## config.mk

```make
export PLATFORM = sky130hd
export DESIGN_NAME = muladd_pipe
export DESIGN_NICKNAME = d
export VERILOG_FILES = /design/src/rtl/muladd_pipe.sv
export SDC_FILE = /design/constraint.sdc
export NUM_CORES = 2
export LEC_CHECK = 0
export ABC_AREA = 1
export BUFFER_PORTS_ARGS = -buffer_cell sky130_fd_sc_hd__buf_4
export CAP_MARGIN = 25
export CORE_ASPECT_RATIO = 1.2
export CORE_MARGIN = 4
export CORE_UTILIZATION = 56
export DETAILED_ROUTE_END_ITERATION = 8
export PLACE_DENSITY = 0.76
export RECOVER_POWER = 25
export SETUP_SLACK_MARGIN = 0.1
export SYNTH_ARGS = -nofsm -noshare
export SYNTH_HDL_FRONTEND = slang
export SYNTH_SLANG_ARGS = --single-unit
```

## constraint.sdc

```tcl
create_clock -name clk -period 11.2 [get_ports clk]
set_input_delay 1.12 -clock clk [delete_from_list [all_inputs] [get_ports clk]]
set_output_delay 1.12 -clock clk [all_outputs]
set_load 0.005 [all_outputs]
```

## src/rtl/muladd_pipe.sv

```systemverilog
// muladd_pipe: pipelined signed fixed-point dot-product engine.
//
// Each accepted beat multiplies LANES signed DW-bit operand pairs and sums
// the products. Beat sums accumulate until a beat flagged in_last closes
// the packet. The total is then scaled by FRAC bits, clamped to DW bits and
// presented on sum/sat with out_valid.
//
// Ports:
//   clk        clock, all state on the rising edge
//   rst        synchronous active-high reset
//   a_flat     lane i operand A at [i*DW +: DW]
//   b_flat     lane i operand B at [i*DW +: DW]
//   in_valid   beat present
//   in_last    beat closes the current packet
//   in_ready   beat accepted when in_valid && in_ready
//   sum        saturated packet result
//   sat        result was clamped (qualified by out_valid)
//   out_valid  result present
//   out_ready  result consumed when out_valid && out_ready
//
// Optional build macro: MULADD_PIPE_ROUND_EN
//   defined   -> round half up (add 2^(FRAC-1) before the shift)
//   undefined -> truncate toward -inf
//
// Pipeline: M (products) -> S (lane sum) -> T (accumulator total) -> output.
// A last beat accepted at edge t is visible on out_valid after edge t+3.
module muladd_pipe #(
  parameter int LANES     = 4,
  parameter int DW        = 16,
  parameter int FRAC      = 8,
  parameter int ACC_GUARD = 8
) (
  input  logic                  clk,
  input  logic                  rst,
  input  logic [LANES*DW-1:0]   a_flat,
  input  logic [LANES*DW-1:0]   b_flat,
  input  logic                  in_valid,
  input  logic                  in_last,
  output logic                  in_ready,
  output logic [DW-1:0]         sum,
  output logic                  sat,
  output logic                  out_valid,
  input  logic                  out_ready
);

  localparam int PW    = 2 * DW;
  localparam int SW    = PW + $clog2(LANES);
  localparam int ACC_W = SW + ACC_GUARD;
  // One spare bit so the rounding bias can never wrap the total.
  localparam int EW    = ACC_W + 1;

  localparam logic signed [EW-1:0] SAT_MAX = {{(EW-DW+1){1'b0}}, {(DW-1){1'b1}}};
  localparam logic signed [EW-1:0] SAT_MIN = {{(EW-DW+1){1'b1}}, {(DW-1){1'b0}}};

`ifdef MULADD_PIPE_ROUND_EN
  localparam int RND_IDX = (FRAC > 0) ? FRAC - 1 : 0;
  localparam logic signed [EW-1:0] RND_BIAS =
    (FRAC > 0) ? ({{(EW-1){1'b0}}, 1'b1} << RND_IDX) : '0;
`endif

  // Scale the accumulated total down by FRAC bits and clamp to DW bits.
  // Returns {sat, sum}.
  function automatic logic [DW:0] sat_scale(input logic signed [ACC_W-1:0] t);
    logic signed [EW-1:0] x;
    logic signed [EW-1:0] sh;
    x = EW'(t);
`ifdef MULADD_PIPE_ROUND_EN
    x = x + RND_BIAS;
`endif
    sh = x >>> FRAC;
    if (sh > SAT_MAX) begin
      sat_scale = {1'b1, 1'b0, {(DW-1){1'b1}}};
    end else if (sh < SAT_MIN) begin
      sat_scale = {1'b1, 1'b1, {(DW-1){1'b0}}};
    end else begin
      sat_scale = {1'b0, sh[DW-1:0]};
    end
  endfunction

  // Stage M state
  logic signed [PW-1:0]    m_prod_q [LANES];
  logic                    m_valid_q;
  logic                    m_last_q;
  // Stage S state
  logic signed [SW-1:0]    s_sum_q;
  logic                    s_valid_q;
  logic                    s_last_q;
  // Stage T state: accumulator plus the registered running total
  logic signed [ACC_W-1:0] acc_q;
  logic signed [ACC_W-1:0] t_total_q;
  logic                    t_valid_q;
  logic                    t_last_q;
  // Output register
  logic [DW-1:0]           sum_q;
  logic                    sat_q;
  logic                    out_valid_q;

  logic                    adv_s;
  logic signed [PW-1:0]    m_prod_d [LANES];
  logic signed [SW-1:0]    s_sum_d;
  logic signed [ACC_W-1:0] total_d;

  // Whole pipeline moves as one unit; it only stalls behind a held result.
  assign adv_s     = !out_valid_q || out_ready;
  assign in_ready  = adv_s && !rst;
  assign sum       = sum_q;
  assign sat       = sat_q;
  assign out_valid = out_valid_q;

  // Full-precision lane products from the incoming beat.
  always_comb begin
    for (int i = 0; i < LANES; i++) begin
      m_prod_d[i] = PW'($signed(a_flat[i*DW +: DW])) * PW'($signed(b_flat[i*DW +: DW]));
    end
  end

  // Sign-extended sum of the registered lane products.
  always_comb begin
    s_sum_d = '0;
    for (int i = 0; i < LANES; i++) begin
      s_sum_d = s_sum_d + SW'(m_prod_q[i]);
    end
  end

  // Running packet total; wraps modulo 2^ACC_W for over-long packets.
  assign total_d = acc_q + ACC_W'(s_sum_q);

  // Pipeline registers, accumulator and output register.
  always_ff @(posedge clk) begin
    if (rst) begin
      for (int i = 0; i < LANES; i++) begin
        m_prod_q[i] <= '0;
      end
      m_valid_q   <= 1'b0;
      m_last_q    <= 1'b0;
      s_sum_q     <= '0;
      s_valid_q   <= 1'b0;
      s_last_q    <= 1'b0;
      acc_q       <= '0;
      t_total_q   <= '0;
      t_valid_q   <= 1'b0;
      t_last_q    <= 1'b0;
      sum_q       <= '0;
      sat_q       <= 1'b0;
      out_valid_q <= 1'b0;
    end else if (adv_s) begin
      m_valid_q <= in_valid;
      m_last_q  <= in_last;
      if (in_valid) begin
        for (int i = 0; i < LANES; i++) begin
          m_prod_q[i] <= m_prod_d[i];
        end
      end

      s_valid_q <= m_valid_q;
      s_last_q  <= m_last_q;
      s_sum_q   <= s_sum_d;

      // Bubbles leave the accumulator untouched; a last beat restarts it.
      t_valid_q <= s_valid_q;
      t_last_q  <= s_last_q;
      if (s_valid_q) begin
        t_total_q <= total_d;
        acc_q     <= s_last_q ? '0 : total_d;
      end

      // Scaling sits after the accumulator register to keep it off the
      // acc feedback path; it loads only when a packet completes.
      out_valid_q <= t_valid_q && t_last_q;
      if (t_valid_q && t_last_q) begin
        {sat_q, sum_q} <= sat_scale(t_total_q);
      end
    end
  end

endmodule

```

* Word-level counts from Yosys, hierarchy flattened
Memories as Yosys holds them, arrays and structs flattened.
Cells that the tools add are included.
** Word-level totals
- Input bits :: 133
- Register bits after elaboration :: 142
- RAM bits :: 128
- Memories kept :: 1
- Output and inout port bits :: 19
** Memories
- m_prod_q :: words 4, bits a word 32, read ports 4, clocked after Yosys merged registers in 0, wr ports 4, RTL line 81 : logic signed [PW-1:0] m_prod_q [LANES];
** Operators by class
- Add/subtract/negate cells :: 4
- Order comparisons :: 2
- $mul :: 4
- Mux-type cells :: 13
- Bitwise operators :: 4
- Reductions and logical operators :: 7
** Operators by type and width (number)
- multiplier 16 x 16 -> 32 bit :: 4
- 2-to-1 mux 32 bit :: 4
- adder 42 x 34 -> 42 bit :: 1
- 2-to-1 mux 42 bit :: 1
- adder 33 x 32 -> 34 bit :: 1
- adder 34 x 32 -> 34 bit :: 1
- > comparator 34 x 16 -> 1 bit (second input constant) :: 1
- < comparator 34 x 16 -> 1 bit (second input constant) :: 1
- 2-to-1 mux 17 bit :: 2
- adder 32 x 32 -> 33 bit :: 1
- 2-to-1 mux 1 bit :: 6
- bitwise OR 1 bit :: 4
- AND reduction 2 bit :: 2
- logical AND 1 bit :: 2
- zero test 1 bit :: 2
- logical OR 1 bit :: 1

* Logic depth before layout (Yosys ltp)
- Depth after elaboration :: 6
- Mapped depth :: 28

* Least setup slack after synthesis
Ideal clock, no wire load.
- Kind :: in2reg
- Start point :: input out_ready
- End point :: memory m_prod_q[0][0] (netlist name) (enable)
- Required time :: 10.408 ns
- Buffers on the path :: 1
- Cell stages on the path :: 3
- Arrival :: 10.287 ns
- Path slack :: 0.121 ns
- Path through :: nor2_2 buf_4 o21ai_0
** RTL lines
- start: declaration :: RTL line 43 : input logic out_ready
- end: declaration :: RTL line 81

==> summary.txt <==
Reg2Reg Depth - 8
Yosys warning count - 0
Routed len/inst - 17.7 um
Synth Net Count - 9022
Final Max Slew Viols - 148
Clk_skew - 0.0186 ns
Nets - 8932
DRT Pass-1 Iters - 5
Clk sinks - 262
Worst path bufs/invs - 5
Post-synth design cell area - 57400 um^2
Setup Viol. Count Final - 0
Clk buf depth - 3
# IOs - 152
Final Cycle Share - 0.636
Syn Inst Count - 7373
Area occupied by multi-input gates - 42300 um^2
Startpoint Class - primary input
Clk root buf - clkbuf_16
Leading register cell type out of synthesis - dfxtp_1
Seq/Total Area, Yosys - 0.114
Crit end category - flop
Max stage delay on crit path - 2.97 ns
CTS tree - built
Setup Buffers After CTS - 0
Clock Latency Late Sink - 0.58 ns
Clock transition at path regs - 0.06 ns
FP Rows - 128
Pin count of the biggest net entering global routing - 95
Asr flop ratio synth - 0
Crit-path leading delay family - buffers and inverters
Worst min path class - reg2reg
Htree depth - 1
Port Buf Inserts - 151
CP required - 11.31 ns
WS Path Type - in2reg
Critical path's slowest cell - clkbuf_1
Final wirelength - 154000 um
Detailed Place HPWL - 128000 um
Fin crit period - 7.12 ns
Routed Antenna Nets - 0
Width of the chip - 300 um
Post-synth EDFFs - 128
Initial DRC count - 3243
Core area - 102000 um^2
Status - complete, but fails checks
Hold buffers post-CTS - 0
First-pass GRT wire length - 250000 um
CP arrival - 7.24 ns
Number of global-route vias before repair - 48900
WP depth - 6
Slew @ Worst Pin - 4.21 ns
Commonest non-fill, non-tap cell in the layout - inv_1
CTS Buf Count - 31
Avg Inst Size Synth - 7.79 um^2
GP Congestion - 0.961
Routed vias/inst - 5.33
RSZ-0062 raised after global routing - no
MaxCap Viol Count - 3
Fmax - 0.140 GHz
Cell variety after synth - 62
GRT Total Usage - 0.290
Flops & latches, synth - 262
CP cell instances - clkbuf_1, clkbuf_1, clkbuf_1, inv_1, o21ai_0, clkbuf_1
Die Height - 359 um
Vias post-DR - 46200
Initial antenna violation count - 1
Hold Path Stages - 2
Register area - 6530 um^2
Post-cts resize count - 0
Commonest non-fill, non-tap cells in the layout - 1995 x inv_1, 1838 x nand2_1, 1114 x fa_1
TNS Setup - 0 ns
Most frequent CP cell - clkbuf_1
Area of the die - 108000 um^2
Area Overhead vs Synth - 5.00%
Failing checks - max-capacitance violations, max-slew violations
# DRC - 0
FILL cells - 9271
Layout cells sized above 1 - 0.0431
GR Overflow Total - 0
Worst slew margin - -1.81
CP max FO - 93
Initial Utilization - 0.565
Final Hold Viols - 0
==> state kept, by name, summed over array words and instances (netlist names), 16 cells and up <==
signal,cells
s_sum_q,34
t_total_q,34
acc_q,42
m_prod_q,128
sum,16
==> final cells by class <==
type | instances | share of cell area
Antenna cell | 2 | 0.0000830
Clock buffer | 34 | 0.0134
Clock inverter | 23 | 0.00440
Inverter | 2001 | 0.125
Multi-Input combinational cell | 4826 | 0.701
Sequential cell | 262 | 0.108
Tap cell | 1365 | 0.0283
Timing Repair Buffer | 161 | 0.0198
==> routing by layer <==
metal | global-route usage | vias to the layer above | routed length (um)
met5 | 0 | - | 0
met4 | 0.0986 | 0 | 6040
met3 | 0.0252 | 378 | 8140
met2 | 0.542 | 1549 | 81400
met1 | 0.353 | 22800 | 58200
li1 | - | 21500 | -
==> logic make-up after synthesis <==
kind of cell,Yosys count,synth area share
AND/OR/NAND/NOR,2545,0.180
buffers and inverters,2285,0.150
adder cells (fa/ha/maj),1516,0.476
AO/OA/AOI/OAI,696,0.0696
flip-flops,262,0.114
XOR/XNOR,69,0.0105
==> metrics by stage <==
| step | area [um^2] | worst slack [ns] | std cells | hold WS [ns] | utilization |
|---|---|---|---|---|---|
| after CTS | 60300 | 4.83 | 8671 | 0.468 | 0.593 |
| final | 60300 | 4.08 | 8674 | 0.464 | 0.593 |
| after floorplan | 57400 | 0.121 | 7373 | 0.435 | - |
| after global placement | 59200 | 4.25 | 8614 | 0.450 | 0.582 |
| after detailed placement | 59200 | 4.22 | 8614 | 0.456 | 0.582 |
| after global routing | 60300 | 3.55 | 8673 | 0.484 | 0.593 |
==> path summary, 6_finish.rpt <==
path                                start               to  slack (ns)
worst max-delay path                  rst  m_prod_q[0][27]        4.08
worst min-delay path               sum[4]           sum[4]        0.46
worst max register to register  out_valid         acc_q[2]        7.27
worst min register to register     sum[4]           sum[4]        0.46
==> worst reg2reg max path, cell delays in order (launching register included) <==
cell and delay, ns:
dfxtp_1 0.32, inv_1 0.04, nor2_1 1.01, nor2_4 0.01
inv_1 1.08, buf_4 0.57, nor2_1 0.31, a32oi_1 0.26
nor2_1 0.06
==> synth_stat cells (all sizes together), types with 2 or more instances <==
cell type	count	area, um^2
o211ai	10	75.1
nand4	75	469
a21oi	356	1810
inv	2000	7510
a211oi	2	15.0
a31oi	11	68.8
a22o	2	17.5
or2	33	206
dfxtp	134	2680
nor3	23	150
o21a	42	315
xnor2	42	368
o31a	4	35.0
buf	33	161
o21bai	28	251
a21o	24	180
o22ai	4	25.0
nor4	12	81.3
nand2	1861	7050
o21ai	187	958
nor2	368	1440
fa	1114	22300
ha	402	5030
o211a	5	50.1
a21boi	14	135
nand3	153	796
edfxtp	128	3840
xor2	27	236
nand3b	18	135
clkbuf	251	943
Power is not shown: default switching activity piles up to over one toggle a cycle in this logic, so the estimate is an artifact.
